--- src/rtl/bv8_mul_pipe_pkg.sv ---
// Shared tower-field types and GF(2^2)/GF(2^4) arithmetic for the bv8 datapath.
// Normal bases: GF(2^2) over (W^2, W), GF(2^4) over (Z^4, Z) with Z^2+Z+N=0,
// GF(2^8) over (Y^16, Y) with Y^2+Y+LAMBDA=0. The upper field of each level sits
// in the upper bits, so the field identity is all ones at every level.
package bv8_mul_pipe_pkg;

    typedef logic [1:0] bv2_t;
    typedef logic [3:0] bv4_t;
    typedef logic [7:0] bv8_t;

    // Stage-1 results of one lane: the two half products and the scaled cross term.
    typedef struct packed {
        bv4_t p_hi;
        bv4_t p_lo;
        bv4_t m;
    } bv8_s1_t;

    // N = W^2 in GF(2^2); LAMBDA = N^2 * Z = W * Z in GF(2^4).
    localparam bv2_t N_CONST  = 2'b10;
    localparam bv4_t LAMBDA   = 4'h1;
    localparam bv8_t BV8_ONE  = 8'hFF;
    localparam bv8_t BV8_ZERO = 8'h00;

    // GF(2^2) normal-basis product.
    function automatic bv2_t bv2_mul(input bv2_t a, input bv2_t b);
        logic e;
        e = (a[1] ^ a[0]) & (b[1] ^ b[0]);
        return {(a[1] & b[1]) ^ e, (a[0] & b[0]) ^ e};
    endfunction

    // Multiply a GF(2^2) element by N = W^2.
    function automatic bv2_t bv2_scl_n(input bv2_t a);
        return {a[0], a[1] ^ a[0]};
    endfunction

    // GF(2^4) normal-basis product built from GF(2^2) products.
    function automatic bv4_t bv4_mul(input bv4_t a, input bv4_t b);
        bv2_t e;
        e = bv2_scl_n(bv2_mul(a[3:2] ^ a[1:0], b[3:2] ^ b[1:0]));
        return {bv2_mul(a[3:2], b[3:2]) ^ e, bv2_mul(a[1:0], b[1:0]) ^ e};
    endfunction

    // Multiply a GF(2^4) element by LAMBDA = W*Z. With Z*Z^4 = N and W*N = 1
    // the product collapses to hi = x1 ^ x0, lo = x1 ^ N*x0.
    function automatic bv4_t bv4_scl_l(input bv4_t x);
        return {x[3:2] ^ x[1:0], x[3:2] ^ bv2_scl_n(x[1:0])};
    endfunction

endpackage

--- src/rtl/bv8_mul_pipe_comb.sv ---
// One combinational GF(2^8) tower-field lane, split at the stage-1 boundary so the
// parent can place a register between the products and the final XOR.
module bv8_mul_comb
    import bv8_mul_pipe_pkg::*;
(
    input  logic    square_i,
    input  bv8_t    a_i,
    input  bv8_t    b_i,
    output bv8_s1_t s1_o,
    input  bv8_s1_t s1_i,
    output bv8_t    c_o
);

    bv8_t b_eff;
    bv4_t s_cross;

    // Half products and scaled cross term; squaring reuses a as the multiplier.
    always_comb begin
        b_eff     = square_i ? a_i : b_i;
        s_cross   = bv4_mul(a_i[7:4] ^ a_i[3:0], b_eff[7:4] ^ b_eff[3:0]);
        s1_o      = '0;
        s1_o.p_hi = bv4_mul(a_i[7:4], b_eff[7:4]);
        s1_o.p_lo = bv4_mul(a_i[3:0], b_eff[3:0]);
        s1_o.m    = bv4_scl_l(s_cross);
    end

    // Fold the scaled cross term into both halves.
    always_comb begin
        c_o = {s1_i.p_hi ^ s1_i.m, s1_i.p_lo ^ s1_i.m};
    end

endmodule

--- src/rtl/bv8_mul_pipe.sv ---
// Multi-lane pipelined GF(2^8) tower-field multiplier with a valid/ready chain.
// Each register stage refills whenever it is empty or its successor drains, so
// bubbles collapse and a full pipeline still accepts and emits in one cycle.
module bv8_mul_pipe
    import bv8_mul_pipe_pkg::*;
#(
    parameter int unsigned LANES = 1,
    parameter int unsigned PIPE  = 2
) (
    input  logic               in_clock,
    input  logic               in_reset,
    input  logic               in_valid,
    output logic               in_ready,
    input  logic               in_square,
    input  bv8_t [LANES-1:0]   in_a,
    input  bv8_t [LANES-1:0]   in_b,
    output logic               out_valid,
    input  logic               out_ready,
    output bv8_t [LANES-1:0]   out_c
);

    bv8_s1_t [LANES-1:0] s1_comb;
    bv8_s1_t [LANES-1:0] s1_fin;
    bv8_t    [LANES-1:0] c_comb;

    for (genvar l = 0; l < LANES; l++) begin : g_lane
        bv8_mul_comb u_lane (
            .square_i (in_square),
            .a_i      (in_a[l]),
            .b_i      (in_b[l]),
            .s1_o     (s1_comb[l]),
            .s1_i     (s1_fin[l]),
            .c_o      (c_comb[l])
        );
    end

    if (PIPE == 2) begin : g_pipe2
        logic                v1_q, v1_d, v2_q, v2_d;
        logic                rdy1, rdy2;
        bv8_s1_t [LANES-1:0] s1_q, s1_d;
        bv8_t    [LANES-1:0] c_q, c_d;

        // Ready chain and next-state for both stages; data moves only with a valid bundle.
        always_comb begin
            rdy2 = !v2_q || out_ready;
            rdy1 = !v1_q || rdy2;
            v1_d = rdy1 ? in_valid : v1_q;
            v2_d = rdy2 ? v1_q : v2_q;
            s1_d = (rdy1 && in_valid) ? s1_comb : s1_q;
            c_d  = (rdy2 && v1_q) ? c_comb : c_q;
        end

        // Stage registers, cleared asynchronously so in-flight bundles are dropped.
        always_ff @(posedge in_clock or posedge in_reset) begin
            if (in_reset) begin
                v1_q <= 1'b0;
                v2_q <= 1'b0;
                s1_q <= '0;
                c_q  <= '0;
            end else begin
                v1_q <= v1_d;
                v2_q <= v2_d;
                s1_q <= s1_d;
                c_q  <= c_d;
            end
        end

        // Port mapping of the two-stage pipeline.
        always_comb begin
            s1_fin    = s1_q;
            in_ready  = rdy1;
            out_valid = v2_q;
            out_c     = c_q;
        end
    end else begin : g_pipe1
        logic               v1_q, v1_d;
        logic               rdy1;
        bv8_t [LANES-1:0]   c_q, c_d;

        // Single stage after the final XOR.
        always_comb begin
            s1_fin = s1_comb;
            rdy1   = !v1_q || out_ready;
            v1_d   = rdy1 ? in_valid : v1_q;
            c_d    = (rdy1 && in_valid) ? c_comb : c_q;
        end

        // Output register, cleared asynchronously.
        always_ff @(posedge in_clock or posedge in_reset) begin
            if (in_reset) begin
                v1_q <= 1'b0;
                c_q  <= '0;
            end else begin
                v1_q <= v1_d;
                c_q  <= c_d;
            end
        end

        // Port mapping of the single-stage pipeline.
        always_comb begin
            in_ready  = rdy1;
            out_valid = v1_q;
            out_c     = c_q;
        end
    end

endmodule
--- config.mk ---
export PLATFORM = sky130hd
export DESIGN_NAME = bv8_mul_pipe
export DESIGN_NICKNAME = d
export VERILOG_FILES = /design/src/rtl/bv8_mul_pipe_pkg.sv /design/src/rtl/bv8_mul_pipe_comb.sv /design/src/rtl/bv8_mul_pipe.sv
export SDC_FILE = /design/constraint.sdc
export NUM_CORES = 1
export LEC_CHECK = 0
export CAP_MARGIN = 20
export CORE_MARGIN = 2
export CORE_UTILIZATION = 35
export CTS_CLUSTER_DIAMETER = 200
export DETAILED_ROUTE_END_ITERATION = 16
export HOLD_SLACK_MARGIN = 0.06
export PLACE_DENSITY_LB_ADDON = 0.2
export REMOVE_ABC_BUFFERS = 1
export SLEW_MARGIN = 20
export SYNTH_ARGS = -nofsm -noshare
export SYNTH_HDL_FRONTEND = slang
export SYNTH_SLANG_ARGS = --single-unit
--- constraint.sdc ---
create_clock -name in_clock -period 2.9 [get_ports in_clock]
set_input_delay 0.58 -clock in_clock [delete_from_list [all_inputs] [get_ports in_clock]]
set_output_delay 0.58 -clock in_clock [all_outputs]
set_load 0.05 [all_outputs]
# After elaboration in Yosys (flattened, before gate mapping)
# Index checks and enable logic that the tools add are counted.
# op_classes
n_mux	1
n_bitwise	85
reduce_logical	6
# ops
op	count
XOR 1 bit	40
XOR 2 bit	14
bitwise AND 1 bit	27
XOR 4 bit	4
2-to-1 mux 8 bit	1
logical AND 1 bit	2
logical NOT 1 bit	2
logical OR 1 bit	2
# totals
ff_bits	22
in_bits	21
output_inout_bits	10

# Logic depth before layout (Yosys ltp)
# Gate-level depths: netlist of the first run.
# logic_depth
depth_word	10
mapped_depth	10

# By module
# From an unflattened synthesis of the first run, not the netlist that was laid out.
# hier_totals
hier_cells	199
hier_area_um2	1988.2
# by_module_without_submodules
mod	n_inst	cells_per_inst	area_each_um2	seq_area_each_um2
bv8_mul_comb	1	149	1099.8	0.0
bv8_mul_pipe	1	50	888.4	550.5

# Least setup slack after synthesis of the first run
# OpenSTA, ideal clock, no wires.
# synth_path
kind	input port to flip-flop
startpoint	in in_a[7] (netlist name)
endpoint	reg g_pipe2.s1_q[0] (netlist name)
setup_ns	0.131
arrival_time_ns	2.194
required_time_ns	2.769
setup_slack_ns	0.575
stages	8
n_path_buf	1
cell_sequence	buf_4 > xor2_1 > a211oi_1 > o21ai_1 > o211a_1 > or3_1 > nand4_1 > or3b_1
# synth_via
elab_chain_cells	10
word_cells_on_any_way	20
classes_between	mux (1); bitwise (19)
# synth_lines
item	line	rtl
start: declaration	bv8_mul_pipe.sv:15	input bv8_t [LANES-1:0] in_a,
2-to-1 mux 8 bit	bv8_mul_pipe_comb.sv:19	b_eff = square_i ? a_i : b_i;
XOR 4 bit	bv8_mul_pipe_comb.sv:20	s_cross = bv4_mul(a_i[7:4] ^ a_i[3:0], b_eff[7:4] ^ b_eff[3:0]);
XOR 2 bit	bv8_mul_pipe_pkg.sv:39	e = bv2_scl_n(bv2_mul(a[3:2] ^ a[1:0], b[3:2] ^ b[1:0]));
XOR 1 bit	bv8_mul_pipe_pkg.sv:27	e = (a[1] ^ a[0]) & (b[1] ^ b[0]);
bitwise AND 1 bit	bv8_mul_pipe_pkg.sv:27	
XOR 1 bit	bv8_mul_pipe_pkg.sv:28	return {(a[1] & b[1]) ^ e, (a[0] & b[0]) ^ e};
XOR 1 bit	bv8_mul_pipe_pkg.sv:33	return {a[0], a[1] ^ a[0]};
XOR 2 bit	bv8_mul_pipe_pkg.sv:40	return {bv2_mul(a[3:2], b[3:2]) ^ e, bv2_mul(a[1:0], b[1:0]) ^ e};
XOR 1 bit	bv8_mul_pipe_pkg.sv:33	
XOR 2 bit *	bv8_mul_pipe_pkg.sv:46	return {x[3:2] ^ x[1:0], x[3:2] ^ bv2_scl_n(x[1:0])};
end signal: assignment	bv8_mul_pipe.sv:58	s1_q <= '0;
end signal: assignment	bv8_mul_pipe.sv:63	s1_q <= s1_d;
end: declaration	bv8_mul_pipe.sv:40	bv8_s1_t [LANES-1:0] s1_q, s1_d;
# Every way passes the cells marked *; elsewhere a longest branch is shown, timed or not.
# A chain may end at the register's enable or synchronous reset.

# Final worst setup path of the first run
# layout_path
startpoint	in in_b[6] (netlist name)
endpoint	reg g_pipe2.s1_q[0] (netlist name)
# layout_via
elab_chain_cells	10
word_cells_on_any_way	17
classes_between	mux (1); bitwise (16)
# layout_lines
item	line	rtl
start: declaration	bv8_mul_pipe.sv:16	input bv8_t [LANES-1:0] in_b,
2-to-1 mux 8 bit *	bv8_mul_pipe_comb.sv:19	
XOR 4 bit *	bv8_mul_pipe_comb.sv:20	
XOR 2 bit	bv8_mul_pipe_pkg.sv:39	
XOR 1 bit	bv8_mul_pipe_pkg.sv:27	
bitwise AND 1 bit	bv8_mul_pipe_pkg.sv:27	
XOR 1 bit	bv8_mul_pipe_pkg.sv:28	
XOR 1 bit	bv8_mul_pipe_pkg.sv:33	
XOR 2 bit	bv8_mul_pipe_pkg.sv:40	
XOR 1 bit	bv8_mul_pipe_pkg.sv:33	
XOR 2 bit *	bv8_mul_pipe_pkg.sv:46	
# Marked as above.

==> results of run 1 <==
-- metrics by stage --
step	util [%]	instance area [um^2]	setup TNS (ns)	instances	worst slack, ns
CTS	46.7	2800	0	396	0.269
finish	46.7	2800	0	396	0.279
detailed placement	46.0	2760	-0.0141	393	-0.0141
global route	46.7	2800	0	396	0.0860
global placement	46.0	2760	0	393	0.0443
floorplan	-	2050	0	246	0.507
-- flip-flops by register name, indices dropped and copies added, names as in the netlist --
name and cells:
out_valid 1, g_pipe2.v1_q 1, out_c 8, g_pipe2.s1_q 12
-- critical path, stage by stage --
cell,delay [ns]
clkdlybuf4s50_1,0.51
buf_4,0.15
xor2_4,0.21
a21oi_1,0.12
or2_1,0.24
a211oi_1,0.35
o21ai_0,0.17
nand4_1,0.10
or3b_1,0.34
-- power by group through the flow --
stage                     registers [mW]  logic (mW)  clock network (mW)
after global placement             0.482       0.863                   0
final                              0.475       0.868               0.182
after floorplan                    0.656       0.388                   0
after detailed placement           0.485       0.873                   0
after global routing               0.492       0.941               0.202
after CTS                          0.479       0.875               0.190
-- per-layer routing --
layer | global-route usage [%] | share of wire (%) | up-vias
met3 | 1.39 | 2.6 | 7
met2 | 23.6 | 47 | 36
li1 | - | - | 1044
met1 | 20.0 | 49 | 897
met5 | 0 | 0 | -
met4 | 4.77 | 1.6 | 0
-- cells in the final DEF (no fill, tap or decap), types with 3 or more instances in the layout --
cell / count
xor2_4: 3
a211oi_1: 3
xnor2_1: 32
xor2_1: 11
buf_4: 43
a21oi_1: 20
a31oi_1: 6
o31ai_1: 6
nand2b_1: 5
o21ai_0: 34
nor2_1: 15
a22oi_1: 4
inv_1: 8
nor3_1: 4
nand3_1: 3
nand2_1: 30
o21a_1: 3
clkdlybuf4s50_1: 29
clkbuf_8: 3
dfrtp_1: 22
-- logic make-up (layout without fill, tap and decap cells) --
| logic type | count (synthesis) | in the layout | synth area share [%] |
|---|---|---|---|
| AO/OA/AOI/OAI | 93 | 93 | 26.2 |
| AND/OR/NAND/NOR | 70 | 70 | 14.7 |
| XOR/XNOR | 51 | 51 | 25.6 |
| buffers and inverters | 31 | 84 | 7.95 |
| flip-flops | 22 | 22 | 25.2 |
| multiplexers | 1 | 1 | 0.457 |
-- final timing paths --
kind                                 from         endpoint  slack, ns
min in group asynchronous        in_reset  g_pipe2.s1_q[5]       0.78
worst min-delay path             out_c[0]         out_c[0]       0.48
worst min register to register   out_c[0]         out_c[0]       0.48
max in group asynchronous        in_reset        out_valid       1.61
worst max-delay path              in_b[6]  g_pipe2.s1_q[0]       0.28
worst max register to register  out_valid  g_pipe2.s1_q[0]       1.48
-- area by class of cell --
type | instances | area, um^2
fill | 605 | 3190
multi-input combinational | 215 | 1460
timing repair buffer | 72 | 613
sequential | 22 | 551
tap | 75 | 93.8
clock buffer | 3 | 41.3
inverter | 9 | 33.8
==> reports/results.tsv, run 1 <==
stage	metric	value	unit
timing	final setup violation count	0	
clocking	Clock Tree Buf Depth	2	
clocking	Reg clk slew, reported paths	0.07	ns
power	power density over the cells	545	nW/um^2
clocking	worst skew pair latency	0.26	ns
flow_run	Max-Cap Viols	0	
placed_design	PortBufs	30	
die	die height	83.1	um
timing	Final Hold Fails	0	
route	First-pass DRT Iterations	4	
layout	share of layout cells above drive strength 1	17.1	%
yosys	Avg Cell Area, Syn	8.17	um^2
die	DIE WIDTH	83.1	um
clocking	CTS root buf	clkbuf_8	
timing	unrepaired setup endpoints after global routing	no	
yosys	yosys warns	0	
die	initial core utilization	36.5	%
worst_hold_path	worst min-delay path class	flip-flop to flip-flop	
status	status	finished, final reports clean	
power	maximum vdd ir drop	490	uV
timing	Max Clock Skew	0.000850	ns
power	power consumption	1.52	mW
die	Cell Rows	28	
global_routing	initial antenna violation count	0	
die	core area	5990	um^2
timing	Final Critical Period	2.62	ns
yosys	main flop type after synthesis	dfrtp_1	
clocking	H-tree Lvls	1	
clocking	Clock Sinks	22	
power	Reg power frac	31.2	%
timing	worst hold margin	0.476	ns
timing	final period utilization	90.4	%
global_routing	global-route wire length before repair	8400	um
clocking	Setup Fix Bufs, Post-CTS	0	
yosys	Synth Instances	268	
power	Leak	1.13	nW
timing	Final Max Slew Viols	0	
clocking	CTS tree	yes	
layout	nets	344	
yosys	share of the synthesized area in the top cell type	25.2	%
timing	Worst Max-Slew Pin Slew	0.825	ns
power	Clock power frac	11.9	%
setup_path	crit path DAT	2.76	ns
yosys	Post-synth EDFFs	0	
die	die area	6900	um^2
worst_hold_path	Hold Crit Depth	2	
setup_path	Crit Path Max Fanout	6	
global_routing	GRT Total Usage	14.4	%
placed_design	routability cong.	0.868	
route	Routed WL	4890	um
yosys	largest cells by area after synthesis	dfrtp_1 (25%), xnor2_1 (13%), o21ai_0 (7.8%)	
power	Psw	0.643	mW
placed_design	post-DP HPWL	4000	um
setup_path	kind of critical path	primary input to flip-flop	
global_routing	largest net degree at the start of global routing	24	
yosys	fraction of registers with async set/reset	100	%
yosys	cell taking the most area after synthesis	dfrtp_1	
clocking	# resized after CTS	0	
route	vias per cell	5.01	
setup_path	crit start category	primary input	
clocking	hold buffers post-CTS	0	
clocking	Num CTS Buffers	3	
global_routing	Overflow after GRT	0	
setup_path	Worst Path Required	3.04	ns
setup_path	FF-to-FF path depth	6	
yosys	register area share after synthesis	25.2	%
layout	Synth-to-Final Area Change	27.8	%
route	wire length per cell	12.3	um
global_routing	number of global-route vias before repair	1762	
route	First DRT Iteration DRCs	54	
timing	Max-slew headroom	45.0	%
power	sw frac	42.2	%
power	combinational power share	56.9	%
die	Ports	31	
yosys	Post-synth top cells	o21ai_0 (34), xnor2_1 (32), nand2_1 (30)	
yosys	most frequent cell after synthesis	o21ai_0	
setup_path	Setup crit end kind	flip-flop	
yosys	Cell Area, Synth	2190	um^2
route	via count	1984	
timing	maximum clock frequency	0.382	GHz
route	DRC violations left	0	
layout	Antenna Cells	0	
yosys	synthesized flop and latch total	22	
power	internal power	0.882	mW
route	post-route ant nets	0	
yosys	synth unique cells	51	
Note: power is estimated with default switching activity, not from simulation.
==> run 2: changes to the inputs <==
- CORE_UTILIZATION: 35 -> 55
- CTS_CLUSTER_SIZE: unset -> 24
==> reports/results.tsv, run 2 (synthesized netlist as in run 1, its figures left out) <==
stage	metric	value	unit
worst_hold_path	worst min-delay path class	flip-flop to flip-flop	
setup_path	family with the most delay on the worst path	simple AND/OR/NAND/NOR gates	
die	initial core utilization	58.5	%
die	Cell Rows	22	
setup_path	CP bufs+invs	1	
placed_design	Setup Slack @ Placement	-0.0304	ns
setup_path	worst path cell trace	clkdlybuf4s50_1, xor2_4, a211o_1, a21oi_2, o211a_1, or3_1, nand4_1, or3b_1	
setup_path	kind of critical path	primary input to flip-flop	
clocking	worst skew pair latency	0.25	ns
power	maximum vdd ir drop	249	uV
route	DRC violations left	0	
timing	Final Critical Period	2.66	ns
clocking	Setup Fix Bufs, Post-CTS	0	
timing	Max-slew headroom	47.9	%
timing	Final Max Slew Viols	0	
timing	Worst Max-Slew Pin Slew	0.780	ns
placed_design	post-DP HPWL	3790	um
clocking	# resized after CTS	0	
setup_path	Levels on crit path	8	
route	wire length per cell	13.1	um
setup_path	FF-to-FF path depth	4	
layout	# fillers	320	
global_routing	initial antenna violation count	0	
layout	post-route cell area	2720	um^2
route	First DRT Iteration DRCs	128	
global_routing	largest net degree at the start of global routing	27	
clocking	CTS tree	yes	
setup_path	Worst Path Required	3.04	ns
clocking	Clock Tree Buf Depth	2	
clocking	hold buffers post-CTS	0	
timing	unrepaired setup endpoints after global routing	no	
power	Clock power frac	11.8	%
layout	max reg flops	12	
power	Psw	0.638	mW
status	status	finished, final reports clean	
route	via count	2031	
setup_path	CP peak stage delay	0.66	ns
clocking	Num CTS Buffers	3	
layout	non-filler cells, final	362	
clocking	Reg clk slew, reported paths	0.07	ns
flow_run	Max-Cap Viols	0	
power	Reg power frac	31.4	%
clocking	H-tree Lvls	1	
setup_path	slowest library cell on the worst path	clkdlybuf4s50_1	
route	Routed WL	4730	um
setup_path	Setup crit end kind	flip-flop	
timing	Final Hold Fails	0	
power	Leak	1.10	nW
layout	Synth-to-Final Area Change	24.4	%
global_routing	global-route wire length before repair	8470	um
route	vias per cell	5.61	
die	core area	3740	um^2
global_routing	GRT Total Usage	24.1	%
layout	most frequent cells in the layout	buf_4 (35), o21ai_0 (34), xnor2_1 (32)	
global_routing	Overflow after GRT	0	
worst_hold_path	Hold Crit Depth	2	
die	DIE WIDTH	67.1	um
global_routing	number of global-route vias before repair	1885	
die	die height	67.1	um
placed_design	PortBufs	30	
clocking	Clock Sinks	22	
layout	nets	337	
route	post-route ant nets	0	
placed_design	dpl cell area	2680	um^2
timing	final setup violation count	0	
setup_path	crit path DAT	2.80	ns
setup_path	crit start category	primary input	
route	First-pass DRT Iterations	4	
layout	Top reg by flops	g_pipe2.s1_q	
layout	most common cell after layout, fill and taps aside	buf_4	
die	Ports	31	
timing	maximum clock frequency	0.376	GHz
power	internal power	0.879	mW
layout	share of layout cells above drive strength 1	15.3	%
timing	final period utilization	91.7	%
placed_design	routability cong.	0.895	
power	combinational power share	56.8	%
layout	Antenna Cells	0	
power	sw frac	42.0	%
die	die area	4500	um^2
placed_design	dpl cells	359	
timing	Max Clock Skew	0.00276	ns
clocking	CTS root buf	clkbuf_8	
timing	final setup margin	0.241	ns
setup_path	Crit Path Max Fanout	7	
power	power density over the cells	557	nW/um^2
## run 2: cell count changes in the layout (fill, tap and decap cells not counted)
cell and delta:
buf_12 +1, buf_4 -8
## run 2: power by group through the flow
| stage | registers [mW] | logic [mW] | clock network, mW |
|---|---|---|---|
| 3_5_place_dp | 0.486 | 0.862 | 0 |
| 6_report | 0.476 | 0.862 | 0.178 |
| 2_1_floorplan | 0.656 | 0.388 | 0 |
| 4_1_cts | 0.480 | 0.864 | 0.182 |
| 3_3_place_gp | 0.480 | 0.845 | 0 |
| 5_1_grt | 0.492 | 0.945 | 0.196 |
## run 2: metal layers
metal,vias up,global-route usage [%],wire length [um]
li1,1028,-,-
met1,929,31.5,2120
met2,65,42.8,2340
met3,9,1.18,207
met4,0,6.38,68
met5,-,0,0
## run 2: cell type report
cell class	count	area, um^2	share of cell area (%)
Timing Repair Buffer	65	573	21.0
Multi-Input combinational cell	215	1460	53.8
Inverter	9	33.8	1.24
Tap cell	48	60.1	2.21
Sequential cell	22	551	20.2
Clock buffer	3	41.3	1.52
## run 2: through the flow
stage / util, % / setup TNS, ns / total power [mW] / hold slack (ns)
floorplan: - / 0 / 1.04 / 0.457
finish: 72.7 / 0 / 1.52 / 0.476
detailed placement: 71.6 / -0.0308 / 1.35 / 0.469
CTS: 72.7 / 0 / 1.53 / 0.485
global route: 72.7 / 0 / 1.63 / 0.501
global placement: 71.6 / 0 / 1.33 / 0.460
## run 2: worst paths after layout
check                           from         endpoint  slack, ns
setup / recovery             in_a[5]  g_pipe2.s1_q[0]       0.24
hold / removal              out_c[3]         out_c[3]       0.48
setup reg to reg           out_valid  g_pipe2.s1_q[0]       1.35
hold reg to reg             out_c[3]         out_c[3]       0.48
max in group asynchronous   in_reset         out_c[7]       1.65
min in group asynchronous   in_reset  g_pipe2.s1_q[2]       0.77
## run 2: tightest hold or removal path, stage by stage, from the launching register on
cell and delay (ns):
dfrtp_1 0.34, nand2_1 0.04, o21ai_0 0.05
